### src/rtl/usb_in_txn_ctrl.sv
// Host-side USB IN-transaction sequencer: sends the IN token, judges the device reply,
// ACKs good data, tracks DATA0/DATA1 and retries on NAK, corruption or timeout.
module usb_in_txn_ctrl #(
  parameter int TIMEOUT   = 255,
  parameter int MAX_RETRY = 8
) (
  input  logic        clk,
  input  logic        rst,
  input  logic        start,
  input  logic        toggle_clr,
  output logic        tok_req,
  input  logic        tok_done,
  input  logic        rx_avail,
  input  logic        rx_valid,
  input  logic [98:0] rx_pkt,
  output logic        ack_req,
  input  logic        ack_done,
  output logic [63:0] data_out,
  output logic        data_out_valid,
  output logic        txn_done,
  output logic [1:0]  txn_status,
  output logic        busy
);

  localparam int TW = $clog2(TIMEOUT);
  localparam int AW = $clog2(MAX_RETRY + 1);
  localparam logic [TW-1:0] TIMER_LAST   = TW'(TIMEOUT - 1);
  localparam logic [AW-1:0] LAST_ATTEMPT = AW'(MAX_RETRY);

  localparam logic [3:0] PID_DATA0 = 4'b0011;
  localparam logic [3:0] PID_DATA1 = 4'b1011;
  localparam logic [3:0] PID_STALL = 4'b1110;

  localparam logic [1:0] ST_OK      = 2'b00;
  localparam logic [1:0] ST_RETRIES = 2'b01;
  localparam logic [1:0] ST_STALL   = 2'b10;

  typedef enum logic [2:0] {
    IDLE, SEND_TOK, WAIT_RX, SEND_ACK, RETRY, DONE
  } state_t;

  state_t          state;
  logic            toggle;
  logic            discard;
  logic [TW-1:0]   timer;
  logic [AW-1:0]   attempt;
  logic [63:0]     hold;

  logic            is_data;
  logic [3:0]      pid;
  logic [3:0]      exp_pid;
  logic [3:0]      dup_pid;
  logic [63:0]     payload;
  logic            unused_pkt_bits;

  assign is_data = (rx_pkt[98:91] == 8'h01);
  assign pid     = is_data ? rx_pkt[90:87] : rx_pkt[10:7];
  assign payload = rx_pkt[82:19];
  assign exp_pid = toggle ? PID_DATA1 : PID_DATA0;
  assign dup_pid = toggle ? PID_DATA0 : PID_DATA1;

  // Packet fields this sequencer never looks at (address/CRC/sync residue).
  assign unused_pkt_bits = ^{rx_pkt[86:83], rx_pkt[18:11], rx_pkt[6:0]};

  // NOTE: all state uses non-blocking assignments so every register samples
  // the pre-edge values; the payload holding register is reset too because it
  // is small and feeds data_out, keeping post-reset behaviour fully defined.
  always_ff @(posedge clk or posedge rst) begin
    if (rst) begin
      state          <= IDLE;
      toggle         <= 1'b0;
      discard        <= 1'b0;
      timer          <= '0;
      attempt        <= '0;
      hold           <= '0;
      tok_req        <= 1'b0;
      ack_req        <= 1'b0;
      data_out       <= '0;
      data_out_valid <= 1'b0;
      txn_done       <= 1'b0;
      txn_status     <= ST_OK;
      busy           <= 1'b0;
    end else begin
      data_out_valid <= 1'b0;
      txn_done       <= 1'b0;
      case (state)
        IDLE: begin
          if (toggle_clr) toggle <= 1'b0;
          if (start) begin
            state   <= SEND_TOK;
            attempt <= AW'(1);
            discard <= 1'b0;
            tok_req <= 1'b1;
            busy    <= 1'b1;
          end
        end
        SEND_TOK: begin
          if (tok_done) begin
            tok_req <= 1'b0;
            timer   <= '0;
            state   <= WAIT_RX;
          end
        end
        WAIT_RX: begin
          // A packet arriving on the last timer cycle takes priority over the timeout.
          if (rx_avail) begin
            if (!rx_valid) begin
              state <= RETRY;
            end else if (is_data && pid == exp_pid) begin
              hold    <= payload;
              discard <= 1'b0;
              ack_req <= 1'b1;
              state   <= SEND_ACK;
            end else if (is_data && pid == dup_pid) begin
              discard <= 1'b1;
              ack_req <= 1'b1;
              state   <= SEND_ACK;
            end else if (pid == PID_STALL) begin
              txn_done   <= 1'b1;
              txn_status <= ST_STALL;
              state      <= DONE;
            end else begin
              state <= RETRY;
            end
          end else if (timer == TIMER_LAST) begin
            state <= RETRY;
          end else begin
            timer <= timer + 1'b1;
          end
        end
        SEND_ACK: begin
          if (ack_done) begin
            ack_req <= 1'b0;
            if (discard) begin
              discard <= 1'b0;
              state   <= RETRY;
            end else begin
              toggle         <= ~toggle;
              data_out       <= hold;
              data_out_valid <= 1'b1;
              txn_done       <= 1'b1;
              txn_status     <= ST_OK;
              state          <= DONE;
            end
          end
        end
        RETRY: begin
          if (attempt == LAST_ATTEMPT) begin
            txn_done   <= 1'b1;
            txn_status <= ST_RETRIES;
            state      <= DONE;
          end else begin
            attempt <= attempt + 1'b1;
            tok_req <= 1'b1;
            state   <= SEND_TOK;
          end
        end
        DONE: begin
          busy  <= 1'b0;
          state <= IDLE;
        end
        default: state <= IDLE;
      endcase
    end
  end

endmodule

### config.mk
export PLATFORM = sky130hd
export DESIGN_NAME = usb_in_txn_ctrl
export DESIGN_NICKNAME = d
export VERILOG_FILES = /design/src/rtl/usb_in_txn_ctrl.sv
export SDC_FILE = /design/constraint.sdc
export NUM_CORES = 1
export LEC_CHECK = 0
export CORE_UTILIZATION = 52
export DETAILED_ROUTE_END_ITERATION = 10
export PLACE_DENSITY_LB_ADDON = 0.08
export SLEW_MARGIN = 30
export SYNTH_ARGS = -nofsm -noshare
export SYNTH_HDL_FRONTEND = slang
export SYNTH_SLANG_ARGS = --single-unit
### constraint.sdc
create_clock -name clk -period 12.95 [get_ports clk]
set_clock_uncertainty 0.1 [all_clocks]
set_input_delay 2.59 -clock clk [delete_from_list [all_inputs] [get_ports clk]]
set_output_delay 2.59 -clock clk [all_outputs]
set_load 0.01 [all_outputs]
==> results of run 1 <==
routing by layer:
metal	global-route usage (%)	vias up	wire, um
li1	-	1890	-
met1	29.2	2048	5860
met2	35.6	111	6450
met3	6.43	10	731
met4	8.42	0	125
met5	0	-	0
layout make-up:
type | count | area [sq um] | area share [%]
timing repair buffer | 161 | 1610 | 18.4
clock inverter | 7 | 66.3 | 0.758
sequential | 152 | 3800 | 43.5
inverter | 10 | 42.5 | 0.486
multi-input combinational | 254 | 2510 | 28.6
tap | 168 | 210 | 2.40
clock buffer | 24 | 512 | 5.85
power breakdown:
group / switching, W / leakage (nW) / internal, W
Clock: 0.000182 / 0.288 / 0.000293
Sequential: 0.0000286 / 2.10 / 0.000493
Combinational: 0.0000856 / 1.85 / 0.0000805
stage by stage:
stage	instance area [sq um]	utilization [%]	cells	hold WS [ps]	total power, W
after floorplan	6440	-	432	358	0.000622
after global placement	8160	67.7	745	381	0.000690
after detailed placement	8160	67.7	745	387	0.000695
after CTS	8740	72.5	776	400	0.00117
after global routing	8750	72.5	776	415	0.00121
final	8750	72.5	776	399	0.00116
sequential cells by signal, indices dropped and copies added, names as in the netlist:
register	flops
data_out	64
hold	64
timer	8
attempt	4
state	3
txn_status	2
ack_req	1
busy	1
data_out_valid	1
discard	1
toggle	1
tok_req	1
txn_done	1
logic make-up after synthesis:
group / after synthesis / synth area share, %
compound gates: 47 / 4.58
fa+ha+maj: 4 / 0.777
mux: 128 / 25.9
xor+xnor: 5 / 0.679
simple gates: 70 / 6.79
flops: 152 / 59.0
buf+inv: 26 / 2.29
synth_stat cells (2+ instances only):
cell type	instances
dfrtp_1	152
mux2_2	68
mux2_4	60
o21ai_0	17
nor2_1	13
a21oi_1	11
nand3_1	11
inv_1	10
buf_6	6
nand2_1	5
nor3_1	5
o211ai_1	5
a31oi_1	4
buf_2	4
clkbuf_1	4
ha_1	4
nor2b_1	4
xor2_1	4
and2_1	3
and3b_1	3
nand3b_1	3
o2111ai_1	3
and3_1	2
buf_1	2
nand2b_1	2
nand4_1	2
nand4b_1	2
nor4_1	2
nor4b_1	2
or2_2	2
or3b_2	2
worst paths after layout:
| path | to | start |
|---|---|---|
| worst min register to register | data_out[63] | hold[63] |
| worst max register to register | hold[37] | state[2] |
| worst max-delay path | hold[37] | rx_pkt[96] |
| worst min-delay path | data_out[63] | hold[63] |
| min in group asynchronous | txn_done | rst |
| max in group asynchronous | hold[41] | rst |
critical path, cell delays in order:
cell and delay [ps]:
clkdlybuf4s50_1 420, or4_1 600, nor3_4 340, nand3_4 570, buf_4 560, mux2_4 370
==> summary.txt, run 1 <==
Timing
  • Sum Neg Setup Slack: 0 ps
  • Final Hold Viols: 0
  • Fmax: 189 MHz
  • Final count of pins violating max slew: 0
  • Period minus WS final: 5290 ps
  • Slew @ Worst Pin: 916 ps
  • RSZ-0062 raised after global routing: false
  • Slew headroom: 38.8%
  • Setup-failing EPs final: 0
  • Period utilisation layout: 40.8%
  • Final WS setup: 7660 ps

Logic synthesis
  • Cells after synthesis: 432
  • Mapped Nets: 543
  • Top cell type's share of synthesized area: 59.0%
  • Unique masters post-synth: 46
  • Register area share after synthesis: 59.0%
  • Synth Warn #: 0
  • Dominant synthesized flop cell: dfrtp_1
  • Post-synthesis cell area: 6440 sq um
  • Async set-reset flop share out of synthesis: 100%
  • Post-synth EDFFs: 0
  • Synth Register Bits: 152
  • Syn avg cell area: 14.9 sq um
  • Cell taking the most area after synthesis: dfrtp_1
  • Synth area leaders: dfrtp_1, mux2_4, mux2_2, o21ai_0, buf_6

Global routing
  • First-pass GRT wire length: 22100 um
  • All-Layer GR Usage: 22.4%
  • Largest net degree at the start of global routing: 79
  • Grt ovf: 0
  • Initial antenna violation count: 0
  • Vias in the first global route: 4342

Worst setup path
  • Reg2reg path depth: 5
  • CP endpoint kind: register
  • WP data arrival: 5480 ps
  • Crit path max fanout: 33
  • WP data required: 13140 ps
  • Critical path startpoint category: input port
  • Flop2flop setup slack: 9920 ps
  • Kind of critical path: input port to register

CTS
  • TritonCTS clock tree: yes
  • CTS Buf Count: 17
  • Clk sinks: 152
  • Root Buffer: clkbuf_16
  • Clock latency on the worst-skew pair: 410 ps
  • # hold bufs at CTS: 0
  • Maximum clock path buffer count: 2
  • Reg clk slew, reported paths: 50 ps
  • Max H-tree Level: 4
  • Post_cts resized: 0
  • Setup Buffers After CTS: 0

Power and ir drop
  • VDD IR-drop max: 0.100 mV
  • P_leak: 4.24 nW
  • Power per cell area: 133 nW/um^2

Final layout
  • Nets: 707
  • ANT cells: 0
  • Fraction of layout cells with a size suffix above 1: 28.1%
  • Filler cells: 842
  • Most frequent cells in the layout: clkdlybuf4s50_1, dfrtp_1, mux2_2, mux2_4
  • Layout area overhead: 35.7%
  • Most common cell after layout, fill and taps aside: clkdlybuf4s50_1

Die
  • Core Region: 12100 sq um
  • Initial Util: 53.4%
  • Die Ht: 113 um
  • DIE WIDTH: 113 um
  • I/O pin cnt: 178
  • Rows: 40
  • Die area: 12800 sq um

Placed design
  • Routability cong.: 0.857
  • Setup WS pre-CTS: 7220 ps
  • Final HPWL DP: 8720 um
  • Port bufs: 158

Flow run
  • Max-cap violation count: 0

Routing
  • Residual DRC count: 0
  • DRT Wirelength: 13200 um
  • Via density: 5.23
  • Remaining antenna violation count: 0
  • Initial drt markers: 333
  • Avg WL per Cell: 17.0 um
  • Via count: 4059
  • First-pass DRT Iterations: 4

Hold path
  • Worst hold path depth: 1
  • Hold crit path type: register to register

Status
  • Status: finished clean
Power figures use the tool's default switching activity.
==> inputs of run 2 (changes only) <==
- CORE_UTILIZATION: 52 -> 48
- clock period: 12.95 -> 4.9 ns (I/O delays scaled with it)
==> run 2 against run 1 <==
Net effect:
- die area rose by 8.2%
- count of clock-buffer cells in the layout fell by 2
- core utilization fell by 3.5 points
- wire length rose by 2.5%
- clock power rose to 3.2 times the previous value
- worst hold slack improved by 4.0 ps
- setup slack got worse by 5700 ps
- power rose to 2.9 times the previous value
- global-route usage fell by 1.7 points
- via count rose by 0.34%
- critical path depth did not move
- first-iteration DRC count fell by 37%
==> summary.txt, run 2 (synthesized netlist as in run 1, its figures left out) <==
Routing
  • Initial drt markers: 211 (was 333)
  • Residual DRC count: 0 (unchanged)
  • Remaining antenna violation count: 0 (unchanged)
  • First-pass DRT Iterations: 4 (unchanged)
  • Avg WL per Cell: 17.2 um (was 17.0 um)
  • Via density: 5.20 (was 5.23)
  • DRT Wirelength: 13500 um (was 13200 um)
  • Via count: 4073 (was 4059)

Placed design
  • Area post-placement: 8190 sq um (was 8160 sq um)
  • Final HPWL DP: 8840 um (was 8720 um)
  • Placed cells: 751 (was 745)
  • Port bufs: 158 (unchanged)
  • Routability cong.: 0.816 (was 0.857)

Worst setup path
  • R2r startpoint: state[2] (unchanged)
  • WP data required: 5100 ps (was 13140 ps)
  • Crit path cell chain: clkdlybuf4s50_1 > or4_1 > nor3_4 > nand3_4 > buf_4 > mux2_4 (unchanged)
  • Crit. path cell count: 6 (unchanged)
  • WP data arrival: 3120 ps (was 5480 ps)
  • Kind of critical path: input port to register (unchanged)
  • Flop2flop setup slack: 2510 ps (was 9920 ps)
  • Critical path startpoint category: input port (unchanged)
  • Setup crit start: rx_pkt[96] (unchanged)
  • CP endpoint kind: register (unchanged)
  • Worst setup endpoint: hold[12] (was hold[37])
  • Slowest CP cell: or4_1 (unchanged)
  • Crit path max fanout: 34 (was 33)
  • Family with the most delay on the worst path: simple AND/OR/NAND/NOR gates (unchanged)
  • Worst Path Buf+Inv: 2 (unchanged)
  • RR Endpoint: hold[63] (was hold[37])
  • Reg2reg path depth: 5 (unchanged)
  • Worst path max stage delay: 590 ps (was 600 ps)

Timing
  • Fmax: 343 MHz
  • Period utilisation layout: 59.5%
  • Slew headroom: 47.5% (was 38.8%)
  • Final Hold Viols: 0 (unchanged)
  • Period minus WS final: 2920 ps
  • WHS: 403 ps (was 399 ps)
  • RSZ-0062 raised after global routing: false (unchanged)
  • Final count of pins violating max slew: 0 (unchanged)
  • Setup-failing EPs final: 0 (unchanged)
  • Sum Neg Setup Slack: 0 ps (unchanged)
  • Slew @ Worst Pin: 787 ps (was 916 ps)

Final layout
  • Fin util: 69.0% (was 72.5%)
  • Nets: 709 (was 707)
  • Finished Layout Cells: 783 (was 776)
  • Fraction of layout cells with a size suffix above 1: 28.3% (was 28.1%)
  • Most common cell after layout, fill and taps aside: clkdlybuf4s50_1 (unchanged)
  • Layout area overhead: 37.9% (was 35.7%)
  • Final Cell Area: 8890 sq um (was 8750 sq um)
  • ANT cells: 0 (unchanged)
  • Filler cells: 909 (was 842)
  • Largest regs: data_out (64), hold (64), timer (8) (unchanged)
  • Most frequent cells in the layout: clkdlybuf4s50_1, dfrtp_1, mux2_2, mux2_4 (unchanged)

Hold path
  • Hold crit path type: register to register (unchanged)
  • Worst hold path depth: 1 (unchanged)

CTS
  • Clock latency on the worst-skew pair: 420 ps (was 410 ps)
  • Clk sinks: 152 (unchanged)
  • Root Buffer: clkbuf_16 (unchanged)
  • # hold bufs at CTS: 0 (unchanged)
  • TritonCTS clock tree: yes (unchanged)
  • Setup Buffers After CTS: 0 (unchanged)
  • Reg clk slew, reported paths: 60 ps (was 50 ps)
  • Maximum clock path buffer count: 2 (unchanged)
  • Post_cts resized: 0 (unchanged)
  • Max H-tree Level: 4 (unchanged)
  • CTS Buf Count: 17 (unchanged)

Global routing
  • Grt ovf: 0 (unchanged)
  • First-pass GRT wire length: 22300 um (was 22100 um)
  • Largest net degree at the start of global routing: 153 (was 79)
  • Vias in the first global route: 4385 (was 4342)
  • Initial antenna violation count: 0 (unchanged)
  • All-Layer GR Usage: 20.7% (was 22.4%)

Die
  • DIE WIDTH: 118 um (was 113 um)
  • Rows: 41 (was 40)
  • Core Region: 12900 sq um (was 12100 sq um)
  • Initial Util: 50.1% (was 53.4%)
  • I/O pin cnt: 178 (unchanged)
  • Die Ht: 118 um (was 113 um)
  • Die area: 13900 sq um (was 12800 sq um)

Flow run
  • Max-cap violation count: 0 (unchanged)

Power and ir drop
  • Int Pwr: 0.00252 W (was 0.000867 W)
  • Clock share of power: 45.2% (was 40.8%)
  • Reg power frac: 41.5% (was 44.9%)
  • Switching Fraction: 24.4% (was 25.4%)
  • Sw Pwr: 0.000813 W (was 0.000296 W)
  • VDD IR-drop max: 0.314 mV (was 0.100 mV)
  • P_leak: 4.29 nW (was 4.24 nW)
  • Power per cell area: 375 nW/um^2 (was 133 nW/um^2)
  • Combinational Power Share: 13.3% (was 14.3%)

Status
  • Status: finished clean (unchanged)
[run 2: cell types whose count changed in the layout (fill, tap and decap cells not counted)]
cell	change
bufinv_16	+5
clkinv_2	-4
clkbuf_8	-3
buf_4	+2
buf_12	+1
buf_6	-1
clkbuf_1	+1
clkinv_4	+1
clkinvlp_4	+1
[run 2: how the worst min path moves through the flow]
stage / startpoint / end / slack (ps)
finish: data_out[43] / data_out[43] / 400
CTS: timer[6] / timer[6] / 400
global placement: hold[61] / data_out[61] / 380
floorplan: timer[6] / timer[6] / 360
global route: timer[6] / timer[6] / 410
detailed placement: hold[17] / hold[17] / 390
[run 2: metal layers]
layer	up-vias	GRT usage, %	part of all wire, %
met4	0	7.45	1.6
met5	-	0	0
met3	17	7.17	6.0
met2	117	33.2	49
met1	2049	25.8	44
li1	1890	-	-
[run 2: per-stage QoR]
| stage | power (W) | setup slack, ps |
|---|---|---|
| floorplan | 0.00165 | 1900 |
| global placement | 0.00183 | 1530 |
| detailed placement | 0.00185 | 1530 |
| CTS | 0.00336 | 1980 |
| global route | 0.00347 | 1910 |
| finish | 0.00333 | 1980 |
[run 2: layout make-up]
cell class / count / area (sq um) / area share (%)
clock inverters: 10 / 214 / 2.41
clock buffers: 22 / 474 / 5.34
inverters: 10 / 41.3 / 0.465
multi-input cells: 254 / 2510 / 28.2
repair buffers: 163 / 1630 / 18.4
flip-flops and latches: 152 / 3800 / 42.8
well taps: 172 / 215 / 2.42
[run 2: power by group through the flow]
stage	sequential [W]	clock (W)	combinational, W
6_report	0.00138	0.00151	0.000443
5_1_grt	0.00139	0.00158	0.000492
4_1_cts	0.00138	0.00153	0.000447
3_5_place_dp	0.00140	0	0.000446
3_3_place_gp	0.00140	0	0.000434
2_1_floorplan	0.00137	0	0.000273
==> inputs of run 3 (changes only) <==
- CORE_UTILIZATION: 48 -> 44
- clock period: 4.9 -> 2.3 ns (I/O delays scaled with it)
==> run 3 against run 2 <==
Net effect:
- clock power rose by 91%
- via count rose by 1.4%
- sequential share of layout area fell by 0.57 points
- non-clock buffer count rose by 17
- setup slack got worse by 1900 ps
- first-iteration DRC count fell by 35%
- critical endpoint is now hold[28]
- largest power group unchanged
- highest routed layer unchanged
==> summary.txt, run 3 (synthesized netlist as in run 1, its figures left out) <==
Hold path
  • Worst hold path depth: 1 (unchanged)
  • Hold path start: hold[60] (was data_out[43])
  • Hold Path Sink: hold[60] (was data_out[43])
  • Hold crit path type: register to register (unchanged)

Die
  • Initial Util: 45.7% (was 50.1%)
  • DIE WIDTH: 123 um (was 118 um)
  • I/O pin cnt: 178 (unchanged)
  • Die Ht: 123 um (was 118 um)
  • Core Region: 14100 sq um (was 12900 sq um)
  • Rows: 43 (was 41)
  • Die area: 15100 sq um (was 13900 sq um)

Global routing
  • First-pass GRT wire length: 21600 um (was 22300 um)
  • Largest net degree at the start of global routing: 87 (was 153)
  • Initial antenna violation count: 0 (unchanged)
  • All-Layer GR Usage: 18.8% (was 20.7%)
  • Vias in the first global route: 4372 (was 4385)
  • Grt ovf: 0 (unchanged)

Worst setup path
  • Reg2reg path depth: 4 (was 5)
  • Kind of critical path: input port to register (unchanged)
  • Critical path startpoint category: input port (unchanged)
  • Crit path max fanout: 33 (was 34)
  • CP endpoint kind: register (unchanged)
  • Flop2flop setup slack: 260 ps (was 2510 ps)
  • R2r startpoint: state[2] (unchanged)
  • RR Endpoint: attempt[2] (was hold[63])
  • WP data arrival: 2440 ps (was 3120 ps)
  • WP data required: 2500 ps (was 5100 ps)

Timing
  • Period minus WS final: 2240 ps
  • Setup-failing EPs final: 0 (unchanged)
  • Fmax: 446 MHz
  • Final Hold Viols: 0 (unchanged)
  • RSZ-0062 raised after global routing: false (unchanged)
  • Slew headroom: 62.3% (was 47.5%)
  • Slew @ Worst Pin: 560 ps (was 787 ps)
  • Final count of pins violating max slew: 0 (unchanged)
  • Period utilisation layout: 97.5%
  • Sum Neg Setup Slack: 0 ps (unchanged)

Final layout
  • Fraction of layout cells with a size suffix above 1: 29.9% (was 28.3%)
  • Most common cell after layout, fill and taps aside: clkdlybuf4s50_1 (unchanged)
  • Multi-input gate area: 2500 sq um (was 2510 sq um)
  • Largest regs: data_out (64), hold (64), timer (8) (unchanged)
  • Sequential standard cell area: 3800 sq um (unchanged)
  • Layout area overhead: 39.7% (was 37.9%)
  • Nets: 726 (was 709)
  • ANT cells: 0 (unchanged)
  • Most frequent cells in the layout: clkdlybuf4s50_1, dfrtp_1, mux2_2, mux2_4 (unchanged)
  • Fin util: 63.9% (was 69.0%)
  • Filler cells: 1071 (was 909)

Power and ir drop
  • Tot Pwr: 0.00686 W (was 0.00333 W)
  • Switching Fraction: 25.3% (was 24.4%)
  • Reg power frac: 42.1% (was 41.5%)
  • VDD IR-drop max: 0.628 mV (was 0.314 mV)
  • Int Pwr: 0.00512 W (was 0.00252 W)
  • Combinational Power Share: 15.8% (was 13.3%)
  • P_leak: 4.36 nW (was 4.29 nW)
  • Sw Pwr: 0.00174 W (was 0.000813 W)
  • Clock share of power: 42.1% (was 45.2%)
  • Power per cell area: 762 nW/um^2 (was 375 nW/um^2)

Routing
  • DRT Wirelength: 13400 um (was 13500 um)
  • Initial drt markers: 137 (was 211)
  • Remaining antenna violation count: 0 (unchanged)
  • First-pass DRT Iterations: 4 (unchanged)
  • Via density: 5.11 (was 5.20)
  • Via count: 4129 (was 4073)
  • Avg WL per Cell: 16.6 um (was 17.2 um)
  • Residual DRC count: 0 (unchanged)

CTS
  • # hold bufs at CTS: 0 (unchanged)
  • Root Buffer: clkbuf_16 (unchanged)
  • Maximum clock path buffer count: 2 (unchanged)
  • Clock latency on the worst-skew pair: 420 ps (about the same)
  • CTS Buf Count: 17 (unchanged)
  • TritonCTS clock tree: yes (unchanged)
  • Setup Buffers After CTS: 0 (unchanged)
  • Clk sinks: 152 (unchanged)
  • Max H-tree Level: 4 (unchanged)
  • Reg clk slew, reported paths: 60 ps (about the same)
  • Post_cts resized: 0 (unchanged)

Flow run
  • Max-cap violation count: 0 (unchanged)

Placed design
  • Port bufs: 158 (unchanged)
  • Final HPWL DP: 9190 um (was 8840 um)
  • Routability cong.: 0.843 (was 0.816)

Status
  • Status: finished clean (unchanged)
-- run 3: cell count changes in the layout (fill, tap and decap cells not counted), moves of 2 or more --
cell        change
clkinv_2        +3
buf_4          +12
clkbuf_8        -3
clkinvlp_4      +2
bufinv_16       -2
buf_12          +5
-- run 3: cell type report --
class	instances	area share, %
flip-flops and latches	152	42.2
multi-input cells	254	27.8
repair buffers	180	20.2
clock buffers	20	4.85
well taps	180	2.50
clock inverters	12	1.95
inverters	10	0.459
-- run 3: power by group through the flow --
stage | clock network, W | registers (W) | logic (W)
3_3_place_gp | 0 | 0.00293 | 0.00108
3_5_place_dp | 0 | 0.00293 | 0.00110
4_1_cts | 0.00296 | 0.00288 | 0.00110
5_1_grt | 0.00308 | 0.00290 | 0.00120
6_report | 0.00289 | 0.00288 | 0.00108
2_1_floorplan | 0 | 0.00292 | 0.000582
-- run 3: worst max-delay path, stage by stage --
cell and delay [ps]:
clkdlybuf4s50_1 420, or4b_1 620, nor3_4 250, nand3_4 130, buf_12 230, mux2_4 320
-- run 3: metrics by stage --
| step | cell area [sq um] | cells | worst slack [ps] | hold WS, ps |
|---|---|---|---|---|
| global route | 9000 | 808 | 2.67 | 415 |
| detailed placement | 8390 | 776 | -376 | 390 |
| global placement | 8390 | 776 | -360 | 381 |
| floorplan | 6450 | 432 | -177 | 358 |
| finish | 9000 | 808 | 56.9 | 403 |
| CTS | 9000 | 808 | 62.3 | 406 |
-- run 3: how the worst max path moves through the flow --
stage | startpoint | end | slack (ps) | cells past startpoint
floorplan | rst | ack_req | -180 | 1
global placement | rx_pkt[96] | hold[36] | -360 | 6
detailed placement | rx_pkt[92] | hold[28] | -380 | 6
CTS | rx_pkt[92] | hold[28] | 60 | 6
global route | rx_pkt[92] | hold[20] | 3 | 6
finish | rx_pkt[92] | hold[28] | 60 | 6
-- run 3: per-layer routing --
| layer | vias up | GRT usage (%) | part of all wire (%) |
|---|---|---|---|
| met1 | 2077 | 24.2 | 45 |
| met2 | 117 | 29.3 | 47 |
| met4 | 0 | 7.15 | 1.8 |
| li1 | 1918 | - | - |
| met3 | 17 | 6.60 | 7.1 |
| met5 | - | 0 | 0 |
